==> src/rtl/ifu_fetch_queue.sv <==
// ifu_fetch_queue: fetch PC sequencer with static next-PC prediction and a decoupling instruction queue
module ifu_fetch_queue #(
    parameter int          DEPTH     = 4,
    parameter logic [31:0] RESET_PC  = 32'h8000_0000,
    parameter int          PRED_MODE = 1
) (
    input  logic                       clock,
    input  logic                       reset,
    output logic [31:0]                fetch_addr,
    input  logic                       cache_hit,
    input  logic [31:0]                cache_inst,
    input  logic                       flush,
    input  logic [31:0]                flush_pc,
    output logic                       out_valid,
    input  logic                       out_ready,
    output logic [31:0]                out_pc,
    output logic [31:0]                out_inst,
    output logic                       out_pred_taken,
    output logic [$clog2(DEPTH+1)-1:0] count
);
    localparam int AW = $clog2(DEPTH);
    localparam int CW = $clog2(DEPTH + 1);

    logic [31:0]   fetch_pc, pend_pc, next_pc, imm_b, imm_j;
    logic          pend, pop, push, br_tk, jal_tk;
    logic [31:0]   q_pc   [DEPTH];
    logic [31:0]   q_inst [DEPTH];
    logic          q_tk   [DEPTH];
    logic [AW-1:0] head, tail;

    assign fetch_addr     = fetch_pc;
    assign out_valid      = (count != '0) & ~flush & ~pend;
    assign pop            = out_valid & out_ready;
    assign push           = cache_hit & ~flush & ~pend & ((count < CW'(DEPTH)) | pop);
    assign out_pc         = q_pc[head];
    assign out_inst       = q_inst[head];
    assign out_pred_taken = q_tk[head];

    always_comb begin
        imm_b   = {{20{cache_inst[31]}}, cache_inst[7], cache_inst[30:25], cache_inst[11:8], 1'b0};
        imm_j   = {{12{cache_inst[31]}}, cache_inst[19:12], cache_inst[20], cache_inst[30:21], 1'b0};
        br_tk   = (cache_inst[6:0] == 7'b1100011) & cache_inst[31] & (PRED_MODE >= 1);
        jal_tk  = (cache_inst[6:0] == 7'b1101111) & (PRED_MODE == 2);
        next_pc = br_tk ? fetch_pc + imm_b : jal_tk ? fetch_pc + imm_j : fetch_pc + 32'd4;
    end

    always_ff @(posedge clock) begin
        if (reset) begin
            fetch_pc <= RESET_PC;
            pend     <= 1'b0;
            pend_pc  <= '0;
            head     <= '0;
            tail     <= '0;
            count    <= '0;
            for (int i = 0; i < DEPTH; i++) begin
                q_pc[i]   <= '0;
                q_inst[i] <= '0;
                q_tk[i]   <= 1'b0;
            end
        end else if (flush) begin
            head  <= '0;
            tail  <= '0;
            count <= '0;
            // A redirect without a hit must wait for the in-flight refill at the current address
            if (cache_hit) begin
                fetch_pc <= flush_pc;
                pend     <= 1'b0;
            end else begin
                pend     <= 1'b1;
                pend_pc  <= flush_pc;
            end
        end else if (pend) begin
            if (cache_hit) begin
                fetch_pc <= pend_pc;
                pend     <= 1'b0;
            end
        end else begin
            if (push) begin
                q_pc[tail]   <= fetch_pc;
                q_inst[tail] <= cache_inst;
                q_tk[tail]   <= br_tk | jal_tk;
                tail         <= tail + AW'(1);
                fetch_pc     <= next_pc;
            end
            if (pop)
                head <= head + AW'(1);
            count <= count + CW'(push) - CW'(pop);
        end
    end
endmodule

==> config.mk <==
export PLATFORM = sky130hd
export DESIGN_NAME = ifu_fetch_queue
export DESIGN_NICKNAME = d
export VERILOG_FILES = /design/src/rtl/ifu_fetch_queue.sv
export SDC_FILE = /design/constraint.sdc
export NUM_CORES = 1
export LEC_CHECK = 0
export ABC_CLOCK_PERIOD_IN_PS = 16100
export BUFFER_PORTS_ARGS = -buffer_cell sky130_fd_sc_hd__buf_2
export CAP_MARGIN = 0
export CORE_ASPECT_RATIO = 1.2
export CORE_MARGIN = 4
export CORE_UTILIZATION = 50
export DETAILED_ROUTE_END_ITERATION = 16
export GPL_TIMING_DRIVEN = 0
export PLACE_DENSITY_LB_ADDON = 0.05
export SYNTH_ARGS = -nofsm -noshare
export SYNTH_HDL_FRONTEND = slang
export SYNTH_SLANG_ARGS = --single-unit
==> constraint.sdc <==
create_clock -name clock -period 16.1 [get_ports clock]
set_input_delay 1.61 -clock clock [delete_from_list [all_inputs] [get_ports clock]]
set_output_delay 1.61 -clock clock [all_outputs]
set_load 0.05 [all_outputs]
Yosys cells after proc, flatten, opt, wreduce, memory -nomap -nowiden

Memory sizes are Yosys's and may differ from the RTL's. A register that Yosys moved wholly into a read port is not among the register bits.
Cells that the tools add are included.
W data, S select, Z words.

Register bits after elaboration: 72
Memory bits (writable): 260
Input port bits: 69
Output and inout port bits: 101
Logic and storage cells: 71
Memories kept: 3

Memories:

| memory | words | width | read ports | clocked after Yosys merged registers in | wr ports | line | text |
|---|---|---|---|---|---|---|---|
| q_inst | 4     | 32    | 1          | 1                                       | 4        | 27   | `logic [31:0] q_inst [DEPTH];` |
| q_pc   | 4     | 32    | 1          | 1                                       | 4        | 26   | `logic [31:0] q_pc [DEPTH];` |
| q_tk   | 4     | 1     | 1          | 1                                       | 4        | 28   | `logic q_tk [DEPTH];` |

Add/sub/neg operators: 6
Order comparisons: 1
Eq/ne operators: 3
Multiplexer cells: 31
Bitwise logic cells: 11
Reduce and logical (&&, ||, !) cells: 10

Operators with widths:

| cell                    | count |
|---|---|
| $mux W32                | 8 |
| $reduce_or A32 Y1       | 2 |
| $add A32 B3 Y32 const B | 1 |
| $add A32 B32 Y32        | 1 |
| $mux W2                 | 9 |
| $mux W1                 | 14 |
| $and A1 B1 Y1           | 7 |
| $eq A7 B7 Y1 const B    | 1 |
| $reduce_and A2 Y1       | 3 |
| $reduce_bool A3 Y1      | 2 |
| $add A2 B1 Y2 const B   | 2 |
| $ne A2 B2 Y1 const B    | 2 |
| $add A3 B1 Y3           | 1 |
| $lt A3 B3 Y1 const B    | 1 |
| $not A1 Y1              | 3 |
| $reduce_and A3 Y1       | 1 |
| $sub A3 B1 Y3           | 1 |
| $reduce_or A2 Y1        | 1 |
| $or A1 B1 Y1            | 1 |
| $reduce_or A1 Y1        | 1 |

Depth between registers and ports, before layout

Depth in word-level cells: 13
Gate-level depth with buffers: 12
Depth with buffers taken out: 11

Worst setup path before layout

No wires, ideal clock.

Path type: input to register
Start point: input flush
End point: memory q_inst[3][0], enable pin
Library setup time: 0.578 ns
Arrival: 7.085 ns
Data required time: 15.522 ns
Setup slack: 8.437 ns
Stages on the path: 5
Buffers on the path: 1
Cell sequence: nor2_1 a21boi_1 clkbuf_1 nand3_1 o21ai_0

RTL lines:

| item            | line | text |
|---|---|---|
| start, declared | 12   | `input logic flush,` |
| end, declared   | 27   |  |

Worst setup path in the final report

Start point: input flush
End point: register count[2]

Longest elaborated chain between the ends: 8
Elaborated cells between the ends (all ways): 11
Classes of those cells: add/sub: 2; bitwise: 8; reduce/logical: 1

Ends and longest elaborated chain:

| item                        | line   | text |
|---|---|---|
| $not A1 Y1                  | 32, 34 |  |
| $and A1 B1 Y1 (2 in series) | 32     | `assign out_valid = (count != '0) & ~flush & ~pend;` |
| $and A1 B1 Y1               | 33     | `assign pop = out_valid & out_ready;` |
| $or A1 B1 Y1                | 34     | `assign push = cache_hit & ~flush & ~pend & ((count < CW'(DEPTH)) \| pop);` |
| $and A1 B1 Y1               | 34     |  |
| $add A3 B1 Y3               | 87     | `count <= count + CW'(push) - CW'(pop);` |
| $sub A3 B1 Y3               | 87     |  |
| end signal, assigned        | 87     |  |
| end, declared               | 19     | `output logic [$clog2(DEPTH+1)-1:0] count` |

Parallel ways exist; a longest one is shown, timed or not.
A chain may end at the register's enable or synchronous reset.

==> out/results.tsv <==
metric	value	unit
CTS Buf Count	36	
Clk Latency, worst-skew pair	540	ps
Post-Route WL	48.93	mm
Peak Freq	0.1975	GHz
Final Power	2.092	mW
Lkg Pwr	7.667	nW
Starting DRT DRC Count	1333	
TritonCTS clock tree	built	
Sw Ratio	26.68	%
Clock power frac	39.7	%
RSZ-0062 raised after global routing	false	
worst vdd ir	0.09654	mV
FP Rows	72	
Worst Hold Class	register to register	
critical path's slowest cell	clkbuf_1	
mux cell area share after synthesis	9.221	%
post-cts sizing count	0	
cell repeated most along the worst path	ha_1	
crit path max fanout	10	
syn avg cell area	10.97	sq um
Clock Skews	22.80	ps
WL per Instance	22.79	um
gpl congestion	0.9507	
GRT Util Overall	27.04	%
post-CTS setup buffer count	0	
end of the worst register-to-register path	count[2]$_SDFFE_PP0N_	
flop2flop setup slack	11750	ps
Sequential Power Share	47.5	%
fin. max-slew vios	0	
syn_nets	1602	
clk sinks	334	
Yosys cell types	67	
number of global-route vias before repair	12420	
post-synthesis simple-gate area fraction	15.20	%
Post-Synth XOR/XNOR Area	2.612	%
Port Buf Inserts	169	
Max-Slew Margin vs Limit	27.10	%
synthesized area	0.01643	sq mm
Commonest cells post-synth	edfxtp_1, nor2_1, nand2_1	
initial antenna violation count	1	
Area Overhead vs Synth	16.95	%
NetSw	0.5582	mW
worst path arrival time	5520	ps
Post-route DRC	0	
hold slack	456.3	ps
Die Ht	206.6	um
Final HPWL DP	35.24	mm
worst hold path depth	2	
largest family of logic cells by synthesized area	simple AND/OR/NAND/NOR gates	
die width	173.5	um
compound-cell area share of the yosys netlist	9.640	%
clock tree buffer depth	3	
most frequent cell after synthesis	edfxtp_1	
Total Die Area	0.03584	sq mm
CP Capture Type	register	
Starting Density	50.81	%
synth top area cells	edfxtp_1, dfxtp_1, mux4_2	
# IOs	170	
pwr dens	108.9	mW/mm^2
Worst-path clk slew	60	ps
required time of the critical path	16550	ps
ys async rst share	0	%
largest area contributor in the netlist	edfxtp_1	
Yosys top cell area share	47.51	%
area share of fa/ha/maj cells after synthesis	2.756	%
H-tree depth	2	
EDFF count, synth	260	
Yosys reg bits	334	
hold_buf cts	0	
setup TNS	0	ps
post-route ant nets	0	
vias per inst	5.853	
CP startpoint kind	input pin	
Max-Cap Viols	0	
Logic pwr share	12.8	%
ys flop type	edfxtp_1	
Pint	1.534	mW
CTS Root Cell	clkbuf_16	
cell breakdown of the critical path	buf_2 > nor2_1 > a21boi_1 > nand2_1 > clkbuf_1 > ha_1 > inv_1 > ha_1 > fa_1 > xor2_1 > or3_1 > a21oi_1	
WHS Endpoint	pend_pc[20]$_SDFFE_PP0P_	
DR pass1 iterations	5	
Vias	12570	
final instance area	0.01922	sq mm
Synth warnings	0	
final hold violation count	0	
cell area after placement	0.01804	sq mm
Final Setup Violations	0	
Seq/Total Area, Yosys	56.53	%
period utilization	31.45	%
HP Start	pend_pc[20]$_SDFFE_PP0P_	
min Tclk post-route	5064	ps
Final nets	1818	
worst slew pin tran	1093	ps
first-pass GRT wire length	73.94	mm
layout cells sized above 1	18.29	%
Max stage delay on crit path	830	ps
total gr overflow	0	
core area	0.03234	sq mm
Register-to-Register Path Depth	12	
outcome	completed	
largest net degree at the start of global routing	25	
type of the worst setup path	input pin to register	
reg2reg start	pend$_SDFF_PP0_	
Post-Syn Instances	1498	
## state kept, by name, summed over array words and instances, names as in the netlist, named ones only
register    flops
pend            1
tail            2
head            2
q_inst        128
q_tk            4
q_pc          128
count           3
pend_pc        32
fetch_addr     32
## how the worst max path moves through the flow
stage / slack (ps) / from / cells past startpoint / to
finish: 11040 / flush / 12 / count[2]$_SDFFE_PP0N_
global route: 11010 / flush / 12 / count[2]$_SDFFE_PP0N_
CTS: 11160 / flush / 12 / count[2]$_SDFFE_PP0N_
detailed placement: 10600 / flush / 12 / count[2]$_SDFFE_PP0N_
global placement: 3480 / flush / 6 / q_pc[3][18]$_DFFE_PP_
floorplan: 8440 / flush / 5 / q_inst[3][0]$_DFFE_PP_
## stage by stage
step | worst slack, ps | util [%] | std cells
6_report | 11040 | 59.42 | 2147
5_1_grt | 11010 | 59.42 | 2147
4_1_cts | 11160 | 59.41 | 2146
3_5_place_dp | 10600 | 55.78 | 2083
3_3_place_gp | 3481 | 55.00 | 2074
2_1_floorplan | 8437 | - | 1498
## layer usage
metal  part of all wire (%)  track usage (%)  vias to the layer above
li1                       -                -                     5799
met1                     39            34.78                     6088
met2                     49            45.68                      551
met3                    6.9            3.989                      129
met4                    5.0            12.89                        0
met5                      0                0                        -
## cell families (layout without fill, tap and decap cells)
| family | after synthesis | after routing |
|---|---|---|
| compound gates | 258 | 258 |
| mux | 70 | 70 |
| other cells | 0 | 1 |
| buf+inv | 175 | 416 |
| fa+ha+maj | 35 | 35 |
| simple gates | 577 | 577 |
| xor+xnor | 49 | 49 |
| flops | 334 | 334 |
## area by class of cell
| class | instances | area, sq um |
|---|---|---|
| Multi-Input combinational cell | 989 | 6530 |
| Clock inverter | 17 | 182.7 |
| Clock buffer | 46 | 991.0 |
| Fill cell | 2771 | 13120 |
| Antenna cell | 1 | 2.502 |
| Inverter | 87 | 326.6 |
| Tap cell | 407 | 509.2 |
| Sequential cell | 334 | 9289 |
| Buffer | 88 | 337.8 |
| Timing Repair Buffer | 178 | 1049 |
## cell usage in the layout, fill, tap and decap left out, types with 5 or more instances in the layout
master       n
clkinv_1     5
clkbuf_1    72
buf_2      175
clkbuf_16   38
buf_1       17
nor3_1      20
xnor2_1     17
nand2_1    210
o21a_1       6
ha_1        33
nand2b_1     9
dfxtp_1     74
mux4_2      65
o21ai_0     48
a211oi_1    17
a21oi_1    105
nand4_1      5
nand3_1     24
nor2_1     252
buf_12       6
edfxtp_1   260
o221ai_1     5
xor2_1      32
nor2b_1      7
inv_1       85
and3_1      18
a31oi_1      8
a21o_1       6
o211ai_1    12
or3_1        7
## critical path: cells and delay by family
family,cells,cell delay (ps)
simple gates,3,1310
buf+inv,3,1020
fa+ha+maj,3,800
compound gates,2,610
xor+xnor,1,160
## power by group through the flow
stage / Sequential [mW] / Clock [mW] / Combinational, mW
after global routing: 0.996 / 0.876 / 0.287
after floorplan: 1.03 / 0 / 0.161
after detailed placement: 1.01 / 0 / 0.267
after CTS: 0.993 / 0.842 / 0.268
final: 0.993 / 0.831 / 0.268
after global placement: 1.02 / 0 / 0.258
No activity file was read; power rests on OpenSTA's default activity.
